$ cat src/rtl/watch_pkg.sv
// watch_pkg: shared types, segment encodings and digit constants for the display scanner
package watch_pkg;

    typedef enum logic {
        MODE_TIME = 1'b0,
        MODE_DATE = 1'b1
    } mode_e;

    typedef enum logic [2:0] {
        SEQ_IDLE,
        SEQ_CONV_A,
        SEQ_CONV_B,
        SEQ_CONV_C,
        SEQ_LOAD
    } seq_e;

    localparam int N_DIGITS = 8;
    localparam int BIN_W    = 12;

    localparam logic [3:0] BCD_BLANK = 4'hF;

    // Active-low segments, bit order g..a
    localparam logic [6:0] SEG_0     = 7'h40;
    localparam logic [6:0] SEG_1     = 7'h79;
    localparam logic [6:0] SEG_2     = 7'h24;
    localparam logic [6:0] SEG_3     = 7'h30;
    localparam logic [6:0] SEG_4     = 7'h19;
    localparam logic [6:0] SEG_5     = 7'h12;
    localparam logic [6:0] SEG_6     = 7'h02;
    localparam logic [6:0] SEG_7     = 7'h78;
    localparam logic [6:0] SEG_8     = 7'h00;
    localparam logic [6:0] SEG_9     = 7'h10;
    localparam logic [6:0] SEG_BLANK = 7'h7F;

    // Any non-decimal code (including the blank marker) lights nothing
    function automatic logic [6:0] seg_of(input logic [3:0] d);
        case (d)
            4'd0:    return SEG_0;
            4'd1:    return SEG_1;
            4'd2:    return SEG_2;
            4'd3:    return SEG_3;
            4'd4:    return SEG_4;
            4'd5:    return SEG_5;
            4'd6:    return SEG_6;
            4'd7:    return SEG_7;
            4'd8:    return SEG_8;
            4'd9:    return SEG_9;
            default: return SEG_BLANK;
        endcase
    endfunction

endpackage

$ cat src/rtl/bin2bcd_seq.sv
// bin2bcd_seq: 12-bit binary to 4-digit BCD, shift-add-3, one bit per cycle
module bin2bcd_seq
    import watch_pkg::*;
(
    input  logic             clk,
    input  logic             rst,
    input  logic             start,
    input  logic [BIN_W-1:0] bin,
    output logic [3:0][3:0]  bcd,
    output logic             done
);

    logic [BIN_W-1:0] sh;
    logic [3:0]       cnt;
    logic [3:0][3:0]  adj;

    // Add 3 to every BCD nibble that would overflow past 9 when doubled
    always_comb begin
        for (int n = 0; n < 4; n++) adj[n] = (bcd[n] >= 4'd5) ? bcd[n] + 4'd3 : bcd[n];
    end

    // Shift engine: cnt counts remaining bits, done pulses with the final shift
    always_ff @(posedge clk or negedge rst) begin
        if (!rst) begin
            sh   <= '0;
            bcd  <= '0;
            cnt  <= '0;
            done <= 1'b0;
        end else begin
            done <= 1'b0;
            if (start) begin
                sh  <= bin;
                bcd <= '0;
                cnt <= 4'(BIN_W);
            end else if (cnt != 4'd0) begin
                {bcd, sh} <= {adj, sh} << 1;
                cnt       <= cnt - 4'd1;
                done      <= (cnt == 4'd1);
            end
        end
    end

endmodule

$ cat src/rtl/seg_display_scan.sv
// seg_display_scan: 8-digit multiplexed 7-segment driver for time/date with tear-free frame updates
module seg_display_scan
    import watch_pkg::*;
#(
    parameter int CLK_HZ       = 50_000_000,
    parameter int SCAN_HZ      = 8_000,
    parameter int DEBOUNCE_CYC = 1_000_000
) (
    input  logic        clk,
    input  logic        rst,
    input  logic [11:0] year,
    input  logic [3:0]  month,
    input  logic [4:0]  day,
    input  logic [5:0]  hour,
    input  logic [5:0]  minute,
    input  logic [5:0]  second,
    input  logic        mode_btn,
    output logic [7:0]  seg_an,
    output logic [7:0]  seg_cat,
    output logic        mode_led
);

    localparam int TICK_DIV = CLK_HZ / SCAN_HZ;
    localparam int TW       = $clog2(TICK_DIV);
    localparam int DW       = $clog2(DEBOUNCE_CYC);

    logic [TW-1:0]    tick_cnt;
    logic             tick;
    logic [2:0]       idx;
    logic             wrap;

    logic             btn_meta;
    logic             btn_sync;
    logic             db_level;
    logic [DW-1:0]    db_cnt;
    logic             db_rise;
    mode_e            mode;
    mode_e            mode_n;
    mode_e            snap_mode;

    seq_e             state;
    seq_e             state_n;
    logic             conv_start;
    logic             load;
    logic [BIN_W-1:0] conv_in;
    logic [3:0][3:0]  conv_bcd;
    logic             conv_done;

    logic [BIN_W-1:0] snap_b;
    logic [BIN_W-1:0] snap_c;
    logic [3:0][3:0]  res_a;
    logic [1:0][3:0]  res_b;
    logic [3:0]       digits [N_DIGITS];

    assign tick     = (tick_cnt == TW'(TICK_DIV - 1));
    assign wrap     = tick && (idx == 3'd7);
    assign db_rise  = btn_sync && !db_level && (db_cnt == DW'(DEBOUNCE_CYC - 1));
    assign mode_n   = db_rise ? ((mode == MODE_TIME) ? MODE_DATE : MODE_TIME) : mode;
    assign mode_led = (mode == MODE_DATE);

    // Scan-rate divider and digit index
    always_ff @(posedge clk or negedge rst) begin
        if (!rst) begin
            tick_cnt <= '0;
            idx      <= '0;
        end else begin
            tick_cnt <= tick ? '0 : tick_cnt + 1'b1;
            if (tick) idx <= idx + 3'd1;
        end
    end

    // Button synchroniser and debounce: level follows input only after a full stable window
    always_ff @(posedge clk or negedge rst) begin
        if (!rst) begin
            btn_meta <= 1'b0;
            btn_sync <= 1'b0;
            db_level <= 1'b0;
            db_cnt   <= '0;
        end else begin
            btn_meta <= mode_btn;
            btn_sync <= btn_meta;
            if (btn_sync == db_level) begin
                db_cnt <= '0;
            end else if (db_cnt == DW'(DEBOUNCE_CYC - 1)) begin
                db_cnt   <= '0;
                db_level <= btn_sync;
            end else begin
                db_cnt <= db_cnt + 1'b1;
            end
        end
    end

    // Display mode toggles on each debounced press
    always_ff @(posedge clk or negedge rst) begin
        if (!rst) mode <= MODE_TIME;
        else      mode <= mode_n;
    end

    // Sequencer state register
    always_ff @(posedge clk or negedge rst) begin
        if (!rst) state <= SEQ_IDLE;
        else      state <= state_n;
    end

    // Sequencer next state: one conversion per field, then a single-cycle load
    always_comb begin
        state_n = state;
        case (state)
            SEQ_IDLE:   if (wrap)      state_n = SEQ_CONV_A;
            SEQ_CONV_A: if (conv_done) state_n = SEQ_CONV_B;
            SEQ_CONV_B: if (conv_done) state_n = SEQ_CONV_C;
            SEQ_CONV_C: if (conv_done) state_n = SEQ_LOAD;
            SEQ_LOAD:                  state_n = SEQ_IDLE;
            default:                   state_n = SEQ_IDLE;
        endcase
    end

    // Sequencer outputs: the first field goes straight from the live inputs on the wrap cycle
    always_comb begin
        conv_start = ((state == SEQ_IDLE) && wrap) ||
                     (((state == SEQ_CONV_A) || (state == SEQ_CONV_B)) && conv_done);
        load       = (state == SEQ_LOAD);
        conv_in    = (state == SEQ_IDLE)   ? ((mode_n == MODE_DATE) ? year : {6'd0, hour}) :
                     (state == SEQ_CONV_A) ? snap_b : snap_c;
    end

    bin2bcd_seq u_conv (
        .clk   (clk),
        .rst   (rst),
        .start (conv_start),
        .bin   (conv_in),
        .bcd   (conv_bcd),
        .done  (conv_done)
    );

    // Frame snapshot of the remaining fields and per-field conversion results
    always_ff @(posedge clk or negedge rst) begin
        if (!rst) begin
            snap_mode <= MODE_TIME;
            snap_b    <= '0;
            snap_c    <= '0;
            res_a     <= '0;
            res_b     <= '0;
        end else begin
            if ((state == SEQ_IDLE) && wrap) begin
                snap_mode <= mode_n;
                snap_b    <= (mode_n == MODE_DATE) ? {8'd0, month} : {6'd0, minute};
                snap_c    <= (mode_n == MODE_DATE) ? {7'd0, day} : {6'd0, second};
            end
            if ((state == SEQ_CONV_A) && conv_done) res_a <= conv_bcd;
            if ((state == SEQ_CONV_B) && conv_done) res_b <= conv_bcd[1:0];
        end
    end

    // Digit registers are rewritten together so a frame never shows mixed values
    always_ff @(posedge clk or negedge rst) begin
        if (!rst) begin
            for (int n = 0; n < N_DIGITS; n++) digits[n] <= BCD_BLANK;
        end else if (load) begin
            digits[0] <= conv_bcd[0];
            digits[1] <= conv_bcd[1];
            digits[2] <= res_b[0];
            digits[3] <= res_b[1];
            digits[4] <= res_a[0];
            digits[5] <= res_a[1];
            digits[6] <= (snap_mode == MODE_DATE) ? res_a[2] : BCD_BLANK;
            digits[7] <= (snap_mode == MODE_DATE) ? res_a[3] : BCD_BLANK;
        end
    end

    // Registered anode/cathode drive; decimal points separate the field pairs
    always_ff @(posedge clk or negedge rst) begin
        if (!rst) begin
            seg_an  <= 8'hFF;
            seg_cat <= 8'hFF;
        end else begin
            seg_an  <= ~(8'b1 << idx);
            seg_cat <= {!((idx == 3'd2) || (idx == 3'd4)), seg_of(digits[idx])};
        end
    end

endmodule

$ cat config.mk
export PLATFORM = sky130hd
export DESIGN_NAME = seg_display_scan
export DESIGN_NICKNAME = d
export VERILOG_FILES = /design/src/rtl/watch_pkg.sv /design/src/rtl/bin2bcd_seq.sv /design/src/rtl/seg_display_scan.sv
export SDC_FILE = /design/constraint.sdc
export NUM_CORES = 1
export LEC_CHECK = 0
export BUFFER_PORTS_ARGS = -buffer_cell sky130_fd_sc_hd__buf_2
export CAP_MARGIN = 10
export CORE_ASPECT_RATIO = 0.7
export CORE_MARGIN = 4
export CORE_UTILIZATION = 55
export DETAILED_ROUTE_END_ITERATION = 10
export MAX_ROUTING_LAYER = met4
export PLACE_DENSITY_LB_ADDON = 0.05
export SYNTH_ARGS = -nofsm -noshare
export SYNTH_HDL_FRONTEND = slang
export SYNTH_SLANG_ARGS = --single-unit
$ cat constraint.sdc
create_clock -name clk -period 5.35 [get_ports clk]
set_input_delay 0.535 -clock clk [delete_from_list [all_inputs] [get_ports clk]]
set_output_delay 0.535 -clock clk [all_outputs]
set_load 0.01 [all_outputs]
==> metrics.csv, run 1 <==
metric;value;unit
synth_ff_type;dfrtp_1;
cts_root_buffer;clkbuf_16;
grt_pass1_wl;25100;um
gp_congestion;0.869;
pwr_density_cell;287;nW/um^2
reg2reg_slack;2.09;ns
synthDominantCellAreaShare;36.4;%
ios;59;
cts_tree;yes;
synthArstFlopShare;100;%
fp.dieArea;16100;um^2
fin_skew;0.00586;ns
vias_per_cell;5.41;
rr_startpoint;idx[0]$_DFFE_PN0N_;
grt_usage;20.6;%
nNetsFinal;819;
cts_resized;0;
finalCritPeriodShare;60.9;%
drtAntennaViolNets;0;
critPathRequiredTime;5.70;ns
synth_area_per_cell;11.0;um^2
p_leak;3.91;nW
pwr-share-seq;48.3;%
crit-reg2reg-capture;u_conv.sh[2]$_DFFE_PN0P_;
rows;36;
register_area;4090;um^2
syn2layout_area_growth;13.6;%
fillCellCount;1136;
slew_headroom;26.7;%
setup.worst_path.class;flip-flop to flip-flop;
clock-sinks;161;
htree_levels;4;
rr_worst_depth;9;
end_kind;flip-flop;
clk_latency;0.43;ns
cp-start-kind;flip-flop;
p_clk_share;49.8;%
utilization;63.6;%
yosysTopAreaCell;dfrtp_1;
cp_data_arrival_time;3.61;ns
cts_buffers;17;
p_sw;0.512;mW
routedWlPerCell;15.7;um
switching_share;20.2;%
grt_remaining_overflow;0;
die_h;107;um
mostFrequentLayoutCell;dfrtp_1;
yosys_warnings;0;
portBuffers;58;
comb_power_share;1.9;%
synth_cells;703;
worst_pin_slew;1.10;ns
synth_cell_types;56;
multi_input_area;3380;um^2
finalSetupTns;0;ns
postCtsSetupRepairBufs;0;
drc_errors;0;
final_hold_viol_count;0;
setup_viol;0;
rsz0062_at_grt;false;
final_cell_mix;113 x dfrtp_1, 69 x nor2_1, 57 x buf_2;
peakVddDrop;0.189;mV
syn_area;7760;um^2
synthTopCellsByArea;dfrtp_1 36%, dfstp_2 16%, mux2_2 7.0%, ha_1 4.0%, nor2_1 3.3%;
ys_ff_latch;161;
cp_max_fo;34;
totalWireLength;15000;um
grt_pass1_vias;5053;
dp_hpwl;10000;um
p_total;2.53;mW
worstHoldPathCells;1;
status;finished clean;
syn_nets;770;
holdCritStartpoint;mode_btn;
slew_viol_final;0;
vias;5170;
drive_gt1_share;28.1;%
min_period;3.26;ns
ys_seq_area_share;52.7;%
min_path_type;input pin to flip-flop;
die_w;150;um
synth_edf_count;0;
clk_path_buf_depth;2;
drtPass1Iterations;6;
max_cap_viol_count;0;
core_area;13900;um^2
antenna_found_initial;0;
grt_max_degree;117;
drtIter0Drc;270;
cts_hold_buf;0;
clkSlewWorstSetupHoldPaths;0.06;ns
cell_internal_pwr;2.02;mW
initial_utilization;55.9;%
max_freq;0.307;GHz
hold_path_end;btn_meta$_DFF_PN0_;
state kept, by name, summed over array words and instances (netlist names):
register and cells:
db_level 1, seg_cat 8, res_a 16, seg_an 8, db_cnt 20, btn_sync 1
digits 32, u_conv.sh 12, btn_meta 1, res_b 8, snap_c 6, mode_led 1
idx 3, u_conv.cnt 4, state 3, snap_b 6, tick_cnt 13, snap_mode 1
u_conv.bcd 16, u_conv.done 1
layer usage:
metal	GRT usage (%)	up-vias	part of all wire (%)
met5	-	-	0
met4	7.83	0	1.5
met3	3.79	19	4.1
met2	27.9	91	42
met1	30.9	2525	52
li1	-	2535	-
stage by stage:
stage,hold slack [ns],setup slack (ns),instance area (um^2),std cells
4_1_cts,0.190,2.01,8820,955
2_1_floorplan,0.239,3.27,7760,703
5_1_grt,0.208,1.83,8820,955
3_5_place_dp,0.340,2.05,8180,923
6_report,0.208,2.09,8820,956
3_3_place_gp,0.348,2.13,8180,923
worst max-delay path, cell delays in order (launching register included):
cell     delay, ns
dfrtp_1       0.73
ha_1          0.28
ha_1          0.21
or4b_1        0.50
nor4_4        0.14
buf_4         0.32
a21o_1        0.12
buf_4         0.34
mux2_2        0.38
a31oi_1       0.14
final cells by class:
class / instances / area share (%)
Antenna cell: 1 / 0.0284
Sequential cell: 161 / 46.4
Inverter: 36 / 1.53
Tap cell: 190 / 2.70
Timing Repair Buffer: 64 / 3.87
Clock buffer: 26 / 6.48
Multi-Input combinational cell: 472 / 38.3
Clock inverter: 6 / 0.709
synthesized netlist by cell type, types with 5 or more instances:
| master | n |
|---|---|
| dfrtp_1 | 113 |
| nor2_1 | 69 |
| nand2_1 | 56 |
| dfstp_2 | 48 |
| mux2_2 | 48 |
| inv_1 | 35 |
| a21oi_1 | 34 |
| o21ai_0 | 34 |
| nand3_1 | 30 |
| ha_1 | 25 |
| xnor2_1 | 24 |
| a31oi_1 | 22 |
| clkbuf_1 | 17 |
| mux2i_1 | 16 |
| xor2_1 | 15 |
| buf_2 | 9 |
| nand2b_1 | 9 |
| mux4_2 | 8 |
| and3_1 | 7 |
| nor3_1 | 7 |
| o2bb2ai_1 | 7 |
| a211oi_1 | 5 |
| and2_1 | 5 |
how the worst max path moves through the flow:
stage / from / slack [ns] / depth (start not counted) / to
finish: idx[0]$_DFFE_PN0N_ / 2.09 / 9 / u_conv.sh[2]$_DFFE_PN0P_
floorplan: idx[0]$_DFFE_PN0N_ / 3.27 / 8 / u_conv.sh[1]$_DFFE_PN0P_
CTS: idx[0]$_DFFE_PN0N_ / 2.01 / 9 / u_conv.sh[2]$_DFFE_PN0P_
global placement: idx[0]$_DFFE_PN0N_ / 2.13 / 9 / u_conv.sh[1]$_DFFE_PN0P_
detailed placement: idx[0]$_DFFE_PN0N_ / 2.05 / 9 / u_conv.sh[2]$_DFFE_PN0P_
global route: idx[0]$_DFFE_PN0N_ / 1.83 / 9 / u_conv.sh[4]$_DFFE_PN0P_
cell families after synthesis:
kind of cell,synth area share [%]
mux,11.7
fa+ha+maj,4.03
flops,52.7
buf+inv,4.01
compound gates,9.00
xor+xnor,4.40
simple gates,14.2
power by group through the flow:
| stage | Combinational, mW | Clock, mW | Sequential [mW] |
|---|---|---|---|
| 4_1_cts | 0.0497 | 1.28 | 1.22 |
| 3_3_place_gp | 0.0484 | 0 | 1.24 |
| 6_report | 0.0472 | 1.26 | 1.22 |
| 3_5_place_dp | 0.0495 | 0 | 1.25 |
| 2_1_floorplan | 0.00954 | 0 | 1.24 |
| 5_1_grt | 0.0572 | 1.34 | 1.22 |
Power figures use the tool's default switching activity.
==> inputs of run 2 (changes only) <==
Settings changed: CORE_UTILIZATION 55 to 54.
Clock period 5.35 ns to 2.9 ns, I/O delays scaled along.
==> metrics.csv, run 2 (same netlist as run 1, synthesis figures left out) <==
metric;value;unit
status;finished clean;
grt_usage;21.1;%
largest_register_ffs;32;
core_area;14000;um^2
drtAntennaViolNets;0;
cp_data_arrival_time;2.88;ns
slew_headroom;52.3;%
die_h;108;um
crit_buf_inv;0;
routedWlPerCell;15.8;um
pwr_density_cell;529;nW/um^2
vias_per_cell;5.42;
finalSetupTns;0;ns
rr_startpoint;idx[0]$_DFFE_PN0N_;
grt_pass1_vias;5287;
drtIter0Drc;272;
drc_errors;0;
cts_tree;yes;
instances_no_fill;965;
cts_root_buffer;clkbuf_16;
crit_path_frequent_cell;ha_1;
vias;5235;
grt_pass1_wl;26400;um
critical_path.slowest_cell;or4b_1;
initial_utilization;55.4;%
htree_levels;4;
critPathRequiredTime;3.23;ns
cts_buffers;17;
max_freq;0.392;GHz
max_cap_viol_count;0;
totalWireLength;15200;um
antenna_found_initial;0;
nNetsFinal;829;
clock-sinks;161;
peakVddDrop;0.373;mV
portBuffers;58;
final_cell_mix;113 x dfrtp_1, 69 x nor2_1, 57 x buf_2;
path_cells;ha_1, ha_1, or4b_1, nor4_4, a21o_1, mux2_2, a31oi_1;
reg2reg_slack;0.35;ns
min_path_type;input pin to flip-flop;
gp_congestion;0.821;
die_w;151;um
postCtsSetupRepairBufs;0;
critical_path.top_delay_family;simple AND/OR/NAND/NOR gates;
clk_path_buf_depth;2;
holdCritStartpoint;year[8];
hold_path_end;u_conv.sh[8]$_DFFE_PN0P_;
dp_hpwl;10600;um
setup.worst_path.class;flip-flop to flip-flop;
final_hold_viol_count;0;
ios;59;
cp-start-kind;flip-flop;
drtPass1Iterations;4;
syn2layout_area_growth;14.5;%
regMostFlops;digits;
clk_latency;0.42;ns
mostFrequentLayoutCell;dfrtp_1;
clkSlewWorstSetupHoldPaths;0.06;ns
cts_resized;0;
fin_skew;0.00780;ns
rows;36;
fp.dieArea;16400;um^2
p_leak;3.94;nW
cp_max_fo;14;
worstHoldPathCells;2;
grt_remaining_overflow;0;
min_period;2.55;ns
rr_worst_depth;7;
top_regs;digits x32, db_cnt x20;
grt_max_degree;75;
p_total;4.70;mW
end_kind;flip-flop;
worst_pin_slew;0.716;ns
rsz0062_at_grt;false;
dp_cells;931;
critical-path-max-stage-delay;0.50;ns
diodes;0;
finalCritPeriodShare;87.9;%
setup_viol;0;
drive_gt1_share;28.4;%
slew_viol_final;0;
fillCellCount;1126;
crit-reg2reg-capture;u_conv.sh[2]$_DFFE_PN0P_;
-- run 2: cell types whose count changed in the layout (fill, tap and decap cells not counted) --
cell,change
buf_4,+8
clkbuf_8,-5
bufinv_16,+3
clkbuf_1,+3
clkbuf_16,-2
clkinv_4,-2
dlygate4sd3_1,+2
clkinv_2,+1
clkinvlp_4,+1
diode_2,-1
inv_6,+1
-- run 2: power breakdown --
group          switching, mW  leakage [nW]  internal (mW)
logic                 0.0606          1.71         0.0323
clock network          0.862         0.304           1.48
registers            0.00421          1.93           2.26
-- run 2: stage by stage --
stage          area (um^2)  util (%)  hold slack (ns)  setup slack, ns
2_1_floorplan         7760         -         -0.00559            0.818
3_3_place_gp          8240      58.8            0.336            0.445
3_5_place_dp          8240      58.8            0.337            0.339
4_1_cts               8880      63.4           0.0649            0.317
6_report              8880      63.4           0.0869            0.351
5_1_grt               8880      63.4           0.0691            0.151
-- run 2: final cells by class --
type	count	area [um^2]	area share (%)
tap	190	238	2.68
multi-input combinational	472	3380	38.0
clock buffer	22	464	5.23
inverter	36	135	1.52
clock inverter	10	156	1.76
timing repair buffer	74	422	4.75
sequential	161	4090	46.0
-- run 2: timing repair --
item | 4_1_cts | 5_1_grt
hold endpoints to repair | 67 | 0
hold buffers | 2 | 0
setup endpoints to repair | 0 | 0
-- run 2: per-layer routing --
| metal | vias up | track usage [%] | part of all wire, % |
|---|---|---|---|
| met5 | - | - | 0 |
| met2 | 88 | 29.9 | 44 |
| met3 | 10 | 5.19 | 3.5 |
| li1 | 2553 | - | - |
| met4 | 0 | 5.30 | 0.67 |
| met1 | 2584 | 30.7 | 52 |
-- run 2: worst max path at each step --
stage | start | endpoint | slack (ns) | cells past startpoint
2_1_floorplan | idx[0]$_DFFE_PN0N_ | u_conv.sh[1]$_DFFE_PN0P_ | 0.82 | 8
3_3_place_gp | idx[0]$_DFFE_PN0N_ | u_conv.sh[4]$_DFFE_PN0P_ | 0.45 | 7
3_5_place_dp | idx[0]$_DFFE_PN0N_ | u_conv.sh[2]$_DFFE_PN0P_ | 0.34 | 7
4_1_cts | idx[0]$_DFFE_PN0N_ | u_conv.sh[2]$_DFFE_PN0P_ | 0.32 | 7
5_1_grt | idx[0]$_DFFE_PN0N_ | u_conv.sh[2]$_DFFE_PN0P_ | 0.15 | 7
6_report | idx[0]$_DFFE_PN0N_ | u_conv.sh[2]$_DFFE_PN0P_ | 0.35 | 7
==> inputs of run 3 (changes only) <==
Settings changed: REMOVE_ABC_BUFFERS set to 1.
==> metrics.csv, run 3 (same netlist as run 1, synthesis figures left out) <==
metric;value;unit
dp_hpwl;10900;um
mostFrequentLayoutCell;dfrtp_1;
drc_errors;0;
vias;5200;
rsz0062_at_grt;false;
syn2layout_area_growth;14.9;%
min_period;2.64;ns
dr_wl_met3;561;um
register_area;4090;um^2
finalSetupTns;0;ns
gp_congestion;0.892;
place_ws;0.317;ns
slew_headroom;51.4;%
peakVddDrop;0.307;mV
vias_per_cell;5.41;
clkSlewWorstSetupHoldPaths;0.06;ns
cts_root_buffer;clkbuf_16;
status;finished clean;
rows;36;
grt_max_degree;69;
setup_viol;0;
end_kind;flip-flop;
fin_skew;0.0104;ns
drive_gt1_share;28.4;%
cp_max_fo;15;
drtAntennaViolNets;0;
pwr_density_cell;544;nW/um^2
layout_setup_ws;0.257;ns
dr.max_layer_used;met4;
min_path_type;input pin to flip-flop;
place_area;8230;um^2
dp_cells;928;
portBuffers;58;
clk_path_buf_depth;2;
slew_viol_final;0;
nNetsFinal;826;
grt_pass1_wl;26500;um
multi_input_area;3380;um^2
htree_levels;4;
largest_register_ffs;32;
instances_no_fill;962;
clock-sinks;161;
grt_pass1_vias;5113;
cp-start-kind;flip-flop;
worst_pin_slew;0.728;ns
fin_area;8920;um^2
final_cell_mix;113 x dfrtp_1, 69 x nor2_1, 57 x buf_2;
drtIter0Drc;291;
max_freq;0.378;GHz
initial_utilization;55.4;%
grt_remaining_overflow;0;
core_area;14000;um^2
routedWlPerCell;16.3;um
diodes;0;
top_regs;digits x32, db_cnt x20;
antenna_found_initial;0;
ios;59;
met1_length;8510;um
die_w;151;um
fillCellCount;1108;
fp.dieArea;16400;um^2
p_leak;3.95;nW
cts_buffers;17;
clk_latency;0.42;ns
cp_data_arrival_time;2.95;ns
route.met2.wl;6440;um
finalCritPeriodShare;91.1;%
cts_resized;0;
grt_usage;21.4;%
totalWireLength;15600;um
postCtsSetupRepairBufs;0;
drtPass1Iterations;5;
cts_tree;yes;
final_hold_viol_count;0;
critPathRequiredTime;3.21;ns
setup.worst_path.class;flip-flop to flip-flop;
regMostFlops;digits;
die_h;108;um
max_cap_viol_count;0;
==> run 3: cell type report <==
| type | count | share of cell area [%] |
|---|---|---|
| inverters | 36 | 1.52 |
| clock inverters | 10 | 2.02 |
| well taps | 190 | 2.67 |
| flip-flops and latches | 161 | 45.9 |
| clock buffers | 22 | 5.43 |
| multi-input cells | 472 | 37.9 |
| repair buffers | 71 | 4.62 |
==> run 3: critical path, stage by stage (launching register included) <==
cell,delay [ns]
dfrtp_1,0.35
ha_1,0.18
ha_1,0.21
or4b_1,0.50
nor4_4,0.23
a21o_1,0.45
mux2_2,0.40
a31oi_1,0.23
==> run 3: power by group <==
group	leakage, nW	switching (mW)	internal [mW]
clock network	0.322	0.878	1.62
logic	1.70	0.0643	0.0336
registers	1.93	0.00360	2.25
==> run 3: path summary, 6_finish.rpt <==
check / startpoint / end / depth (start not counted) / slack [ns]
max in group asynchronous: rst / seg_an[3]$_DFF_PN1_ / 3 / 1.61
worst max register to register: idx[0]$_DFFE_PN0N_ / u_conv.sh[3]$_DFFE_PN0P_ / 7 / 0.26
min in group asynchronous: rst / res_a[5]$_DFFE_PN0P_ / 2 / 0.41
worst max-delay path: idx[0]$_DFFE_PN0N_ / u_conv.sh[3]$_DFFE_PN0P_ / 7 / 0.26
worst min register to register: btn_meta$_DFF_PN0_ / btn_sync$_DFF_PN0_ / 0 / 0.36
worst min-delay path: year[9] / u_conv.sh[9]$_DFFE_PN0P_ / 2 / 0.08
==> run 3: through the flow <==
step                total power, mW  util [%]  hold slack (ns)
global route                   5.00      63.6           0.0656
detailed placement             2.40      58.8            0.302
floorplan                      2.31         -         -0.00559
finish                         4.85      63.6           0.0770
CTS                            4.90      63.6           0.0605
global placement               2.39      58.8            0.303
==> run 3: layer usage <==
metal / vias up / GRT usage (%)
met5: - / -
met4: 0 / 5.05
met3: 12 / 4.73
met2: 104 / 27.9
met1: 2534 / 33.7
li1: 2550 / -
==> run 3: repair_timing <==
action                                  4_1_cts  5_1_grt
endpoints found under the setup margin        0        0
hold buffers                                  2        0
endpoints found under the hold margin        37        0
